==> config.mk <==
export PLATFORM = sky130hd
export DESIGN_NAME = dcache_dm_wb
export DESIGN_NICKNAME = d
export VERILOG_FILES = /design/src/rtl/dcache_dm_wb_pkg.sv /design/src/rtl/dcache_dm_wb_array.sv /design/src/rtl/dcache_dm_wb.sv
export SDC_FILE = /design/constraint.sdc
export NUM_CORES = 2
export LEC_CHECK = 0
export ABC_AREA = 1
export BUFFER_PORTS_ARGS = -buffer_cell sky130_fd_sc_hd__buf_2
export CORE_UTILIZATION = 45
export DETAILED_ROUTE_END_ITERATION = 10
export GPL_TIMING_DRIVEN = 0
export PLACE_DENSITY = 0.65
export REMOVE_ABC_BUFFERS = 1
export SETUP_SLACK_MARGIN = 0.3
export SLEW_MARGIN = 20
export SYNTH_ARGS = -nofsm -noshare
export SYNTH_HDL_FRONTEND = slang
export SYNTH_SLANG_ARGS = --single-unit
==> constraint.sdc <==
create_clock -name clk -period 18.6 [get_ports clk]
set_input_delay 5.58 -clock clk [delete_from_list [all_inputs] [get_ports clk]]
set_output_delay 5.58 -clock clk [all_outputs]
set_load 0.03 [all_outputs]
==> src/rtl/dcache_dm_wb_pkg.sv <==
// Shared types and geometry for the direct-mapped write-back data cache.
package dcache_types;

    typedef enum logic [1:0] {
        CHECK     = 2'd0,
        WRITEBACK = 2'd1,
        ALLOCATE  = 2'd2
    } dcache_state_t;

    localparam int LINE_W     = 256;
    localparam int WORDS      = 8;
    localparam int LINE_BYTES = LINE_W / 8;
    localparam int WORD_LSB   = 2;
    localparam int INDEX_LSB  = 5;
    localparam int TAG_LSB    = 8;

endpackage

==> src/rtl/dcache_dm_wb_array.sv <==
// Flop-based storage array: combinational read, byte-masked synchronous write,
// optional async clear for the status bits.
module dcache_array #(
    parameter int WIDTH    = 1,
    parameter int DEPTH    = 8,
    parameter bit RESET_EN = 1'b0,
    localparam int AW      = $clog2(DEPTH),
    localparam int NB      = (WIDTH + 7) / 8
) (
    input  logic             clk,
    input  logic             rst,
    input  logic             we,
    input  logic [AW-1:0]    addr,
    input  logic [NB-1:0]    be,
    input  logic [WIDTH-1:0] wdata,
    output logic [WIDTH-1:0] rdata
);

    logic [WIDTH-1:0] mem [DEPTH];
    logic [WIDTH-1:0] bmask;

    always_comb begin
        bmask = '0;
        for (int i = 0; i < WIDTH; i++) bmask[i] = be[i / 8];
    end

    assign rdata = mem[addr];

    generate
        if (RESET_EN) begin : g_rst
            always_ff @(posedge clk or posedge rst) begin
                if (rst) begin
                    for (int d = 0; d < DEPTH; d++) mem[d] <= '0;
                end else if (we) begin
                    mem[addr] <= (mem[addr] & ~bmask) | (wdata & bmask);
                end
            end
        end else begin : g_norst
            logic unused_rst;
            assign unused_rst = rst;
            always_ff @(posedge clk) begin
                if (we) mem[addr] <= (mem[addr] & ~bmask) | (wdata & bmask);
            end
        end
    endgenerate

endmodule

==> src/rtl/dcache_dm_wb.sv <==
// Direct-mapped, write-back, write-allocate data cache; hits respond in the
// cycle they are presented, misses run WRITEBACK (if dirty) then ALLOCATE.
module dcache_dm_wb #(
    parameter int S_INDEX  = 3,
    parameter int S_OFFSET = 5,
    parameter int S_TAG    = 32 - S_INDEX - S_OFFSET
) (
    input  logic         clk,
    input  logic         rst,
    input  logic         mem_read,
    input  logic         mem_write,
    input  logic [31:0]  mem_address,
    input  logic [31:0]  mem_wdata,
    input  logic [3:0]   mem_byte_enable,
    output logic [31:0]  mem_rdata,
    output logic         mem_resp,
    output logic         pmem_read,
    output logic         pmem_write,
    output logic [31:0]  pmem_address,
    output logic [255:0] pmem_wdata,
    input  logic [255:0] pmem_rdata,
    input  logic         pmem_resp
);
    import dcache_types::*;

    localparam int SETS = 2 ** S_INDEX;
    localparam int NBYTES = LINE_W / 8;

    dcache_state_t state, state_next;

    logic [S_TAG-1:0]    tag;
    logic [S_INDEX-1:0]  index;
    logic [S_OFFSET-3:0] word;
    logic [1:0]          unused_addr_lo;

    assign tag            = mem_address[31 -: S_TAG];
    assign index          = mem_address[S_OFFSET +: S_INDEX];
    assign word           = mem_address[S_OFFSET-1:2];
    assign unused_addr_lo = mem_address[1:0];

    // Miss address is latched so a dropped/changed request cannot corrupt the fill.
    logic [S_TAG-1:0]   miss_tag;
    logic [S_INDEX-1:0] miss_index;
    logic               miss_ld;
    logic [S_INDEX-1:0] arr_index;

    assign arr_index = (state == CHECK) ? index : miss_index;

    logic [LINE_W-1:0] data_rd, data_wdata;
    logic [NBYTES-1:0] data_be, line_be;
    logic              data_we;
    logic [S_TAG-1:0]  tag_rd;
    logic              tag_we;
    logic [0:0]        valid_rd, dirty_rd, valid_wd, dirty_wd;
    logic              valid_we, dirty_we;
    logic              req, hit;

    assign req       = mem_read | mem_write;
    assign hit       = valid_rd[0] & (tag_rd == tag);
    assign line_be   = NBYTES'(mem_byte_enable) << {word, 2'b00};
    assign mem_rdata = data_rd[word*32 +: 32];
    assign pmem_wdata = data_rd;

    dcache_array #(.WIDTH(LINE_W), .DEPTH(SETS), .RESET_EN(1'b0)) u_data (
        .clk(clk), .rst(rst), .we(data_we), .addr(arr_index),
        .be(data_be), .wdata(data_wdata), .rdata(data_rd)
    );

    dcache_array #(.WIDTH(S_TAG), .DEPTH(SETS), .RESET_EN(1'b0)) u_tag (
        .clk(clk), .rst(rst), .we(tag_we), .addr(arr_index),
        .be('1), .wdata(miss_tag), .rdata(tag_rd)
    );

    dcache_array #(.WIDTH(1), .DEPTH(SETS), .RESET_EN(1'b1)) u_valid (
        .clk(clk), .rst(rst), .we(valid_we), .addr(arr_index),
        .be(1'b1), .wdata(valid_wd), .rdata(valid_rd)
    );

    dcache_array #(.WIDTH(1), .DEPTH(SETS), .RESET_EN(1'b1)) u_dirty (
        .clk(clk), .rst(rst), .we(dirty_we), .addr(arr_index),
        .be(1'b1), .wdata(dirty_wd), .rdata(dirty_rd)
    );

    always_ff @(posedge clk or posedge rst) begin
        if (rst) state <= CHECK;
        else     state <= state_next;
    end

    always_ff @(posedge clk or posedge rst) begin
        if (rst) begin
            miss_tag   <= '0;
            miss_index <= '0;
        end else if (miss_ld) begin
            miss_tag   <= tag;
            miss_index <= index;
        end
    end

    always_comb begin
        state_next   = state;
        mem_resp     = 1'b0;
        pmem_read    = 1'b0;
        pmem_write   = 1'b0;
        pmem_address = '0;
        data_we      = 1'b0;
        data_be      = '0;
        data_wdata   = '0;
        tag_we       = 1'b0;
        valid_we     = 1'b0;
        valid_wd     = 1'b0;
        dirty_we     = 1'b0;
        dirty_wd     = 1'b0;
        miss_ld      = 1'b0;
        case (state)
            CHECK: begin
                if (req) begin
                    if (hit) begin
                        mem_resp = 1'b1;
                        // A simultaneous read+write is handled as a write.
                        if (mem_write) begin
                            data_we    = 1'b1;
                            data_be    = line_be;
                            data_wdata = {(LINE_W/32){mem_wdata}};
                            dirty_we   = 1'b1;
                            dirty_wd   = 1'b1;
                        end
                    end else begin
                        miss_ld    = 1'b1;
                        state_next = (dirty_rd[0] & valid_rd[0]) ? WRITEBACK : ALLOCATE;
                    end
                end
            end
            WRITEBACK: begin
                pmem_write   = 1'b1;
                pmem_address = {tag_rd, miss_index, {S_OFFSET{1'b0}}};
                if (pmem_resp) begin
                    dirty_we   = 1'b1;
                    state_next = ALLOCATE;
                end
            end
            ALLOCATE: begin
                pmem_read    = 1'b1;
                pmem_address = {miss_tag, miss_index, {S_OFFSET{1'b0}}};
                if (pmem_resp) begin
                    data_we    = 1'b1;
                    data_be    = '1;
                    data_wdata = pmem_rdata;
                    tag_we     = 1'b1;
                    valid_we   = 1'b1;
                    valid_wd   = 1'b1;
                    dirty_we   = 1'b1;
                    state_next = CHECK;
                end
            end
            default: state_next = CHECK;
        endcase
    end

endmodule

==> metrics.cfg <==
[outcome]
status=finished, final reports clean

[worst_setup_path]
critPathCaptureType=primary output
rr_endpoint=u_data.mem[1][18]
r2r_slack_ps=11770
critical_path_arrival_ps=9520
r2r_start=state[1]
worst-setup-path-type=input pin to primary output
cp-start-kind=input pin
reg2reg_depth=20
required_ps=13020
worst-path-max-fanout=56

[layout]
drive_gt1_frac=0.172
synthToLayoutAreaGrowth_pct=20.3
layout_commonest_cell=nand2_1
nNetsFinal=8277
layout.cells.non_filler=10832
layout_common_cells=nand2_1, edfxtp_1, buf_2
fill_cells=16450

[sta]
rsz0062_at_grt=no
maxSlewHeadroom=0.216
skew_ps=51.2
hold_ws_ps=463
max_freq_mhz=66.2
setup_viol=0
period_minus_slack_ps=15100
finalSetupTns_ps=0
post-route-period-util=0.812
fin_ws_ps=3500
final_hold_viol_count=0
maxSlewViolCount=0
tightest_slew_ps=1180

[hold_path]
hold_depth=2
hp-class=flip-flop to flip-flop
worstHoldStart=u_valid.mem[1]
whs_endpoint=u_valid.mem[1]

[logic_synthesis]
ys_seq_area_frac=0.737
synthArstFlopShare=0.0197
ys_ff_latch=2285
synth_enable_flop_cells=2240
synthFlopType=edfxtp_1
avgSynthCellArea_um2=12.9
netlist_top_cells_area=edfxtp_1, nand2_1, a22oi_1, nand3_1, a221oi_1
yosys_warnings=0
syn_inst=7195
syn-cell-area_mm2=0.0928
synthDistinctLibCells=47
yosysTopAreaCell=edfxtp_1
synth_top_area_frac=0.724

[place]
hpwl_um=199000
globalplace.congestion=0.876
dpl.cell_count=10403
io_buffers=644
post-place-ws_ps=3480

[die]
dieArea_mm2=0.208
coreArea_mm2=0.205
io_pins=652
die_height_um=456
dieWidth_um=456
start_util=0.453
fp-row-count=166

[route]
vias_per_cell=5.99
dr_total_vias=64868
drt-initial-drc-count=7290
drt-total-wl_um=299000
drc_errors=0
drtAntennaViolNets=0
dr.pass1.iters=8
post_drt_wl_per_cell_um=27.6

[pwr]
finalPower_mw=22.5
leakagePower_nw=41.9
peakVddDrop_uv=178
p_per_area_mw_per_mm2=201

[clock_tree]
cts_resized=0
numCtsBuffers=227
cts_max_path_buffers=3
cts.sinks=2285
clock_latency_ps=890
clk_pin_slew_ps=60
cts-htree-levels=4
postCtsHoldBufs=0
post_cts_buffers=0
cts_tree=yes
root_buffer=clkbuf_16

[grt]
antenna_found_initial=26
overflow=0
grt_pass1_wl_um=430000
grt_usage=0.282
grt_max_degree=119
grt_pass1_vias=62335

[run]
maxCapViolCount=0

## layer usage
layer,vias up,GRT usage,share of wire,wire length [um]
met4,28,0.147,0.056,16700
met1,32300,0.366,0.38,114000
met2,3701,0.444,0.46,139000
met5,-,0,0.00052,157
li1,28125,-,-,-
met3,714,0.0619,0.099,29700
## state kept, by name, indices dropped and copies added, names as in the netlist
name / count
u_data.mem: 2048
u_tag.mem: 192
miss_tag: 24
u_dirty.mem: 8
u_valid.mem: 8
miss_index: 3
state: 2
## final cells by class
cell class | instances | area (um^2) | area share
sequential | 2285 | 68400 | 0.612
multi-input combinational | 4405 | 22400 | 0.201
timing repair buffer | 917 | 9740 | 0.0872
clock buffer | 287 | 5990 | 0.0536
tap | 2688 | 3360 | 0.0301
clock inverter | 134 | 1370 | 0.0122
inverter | 108 | 438 | 0.00392
antenna | 8 | 20.0 | 0.000179
## power breakdown
group	internal, mW	total (mW)	switching [mW]
sequential	7.92	8.14	0.219
combinational	2.59	9.76	7.17
clock	2.57	4.55	1.98
total	13.1	22.5	9.37
## worst max-delay path by stage
stage,startpoint,to,slack (ps)
finish,mem_address[5],mem_rdata[21],3500
global route,mem_address[5],mem_rdata[16],3370
CTS,mem_address[5],mem_rdata[16],3460
detailed placement,mem_address[5],mem_rdata[16],3480
global placement,mem_address[5],u_data.mem[6][100],-44010
floorplan,mem_address[5],u_data.mem[7][0],-9110
## worst max-delay path, stage by stage
cell     delay [ps]
buf_2            90
inv_1            40
nand2_1          90
nand2_4         450
nor2_4          710
buf_12          270
buf_12          200
buf_12          210
buf_12          210
a22oi_1         120
nand4_1         250
o21ai_0         130
o22ai_1         590
nand2_1         110
nand2_1         100
buf_2           260
## metrics by stage
stage | util | cell area (um^2)
floorplan | - | 91000
global placement | 0.477 | 97600
detailed placement | 0.510 | 104000
CTS | 0.545 | 112000
global route | 0.546 | 112000
finish | 0.546 | 112000
## synthesized netlist by cell type (45+ instances only)
cell and count:
nand2_1 2378, edfxtp_1 2240, nand3_1 450, a22oi_1 313
a221oi_1 239, clkbuf_1 189, nor2_1 187, o21ai_0 168
nand4_1 158, a22o_1 145, buf_2 127, inv_1 102
nand2_4 59, buf_1 51, dfrtp_1 45
## kinds of logic after synthesis
logic type / Yosys count / synth area share
simple gates: 3383 / 0.157
other cells: 1 / 0.0000404
flops: 2285 / 0.737
compound gates: 1013 / 0.0817
fa+ha+maj: 4 / 0.000539
buf+inv: 509 / 0.0245
Power figures use the tool's default switching activity.
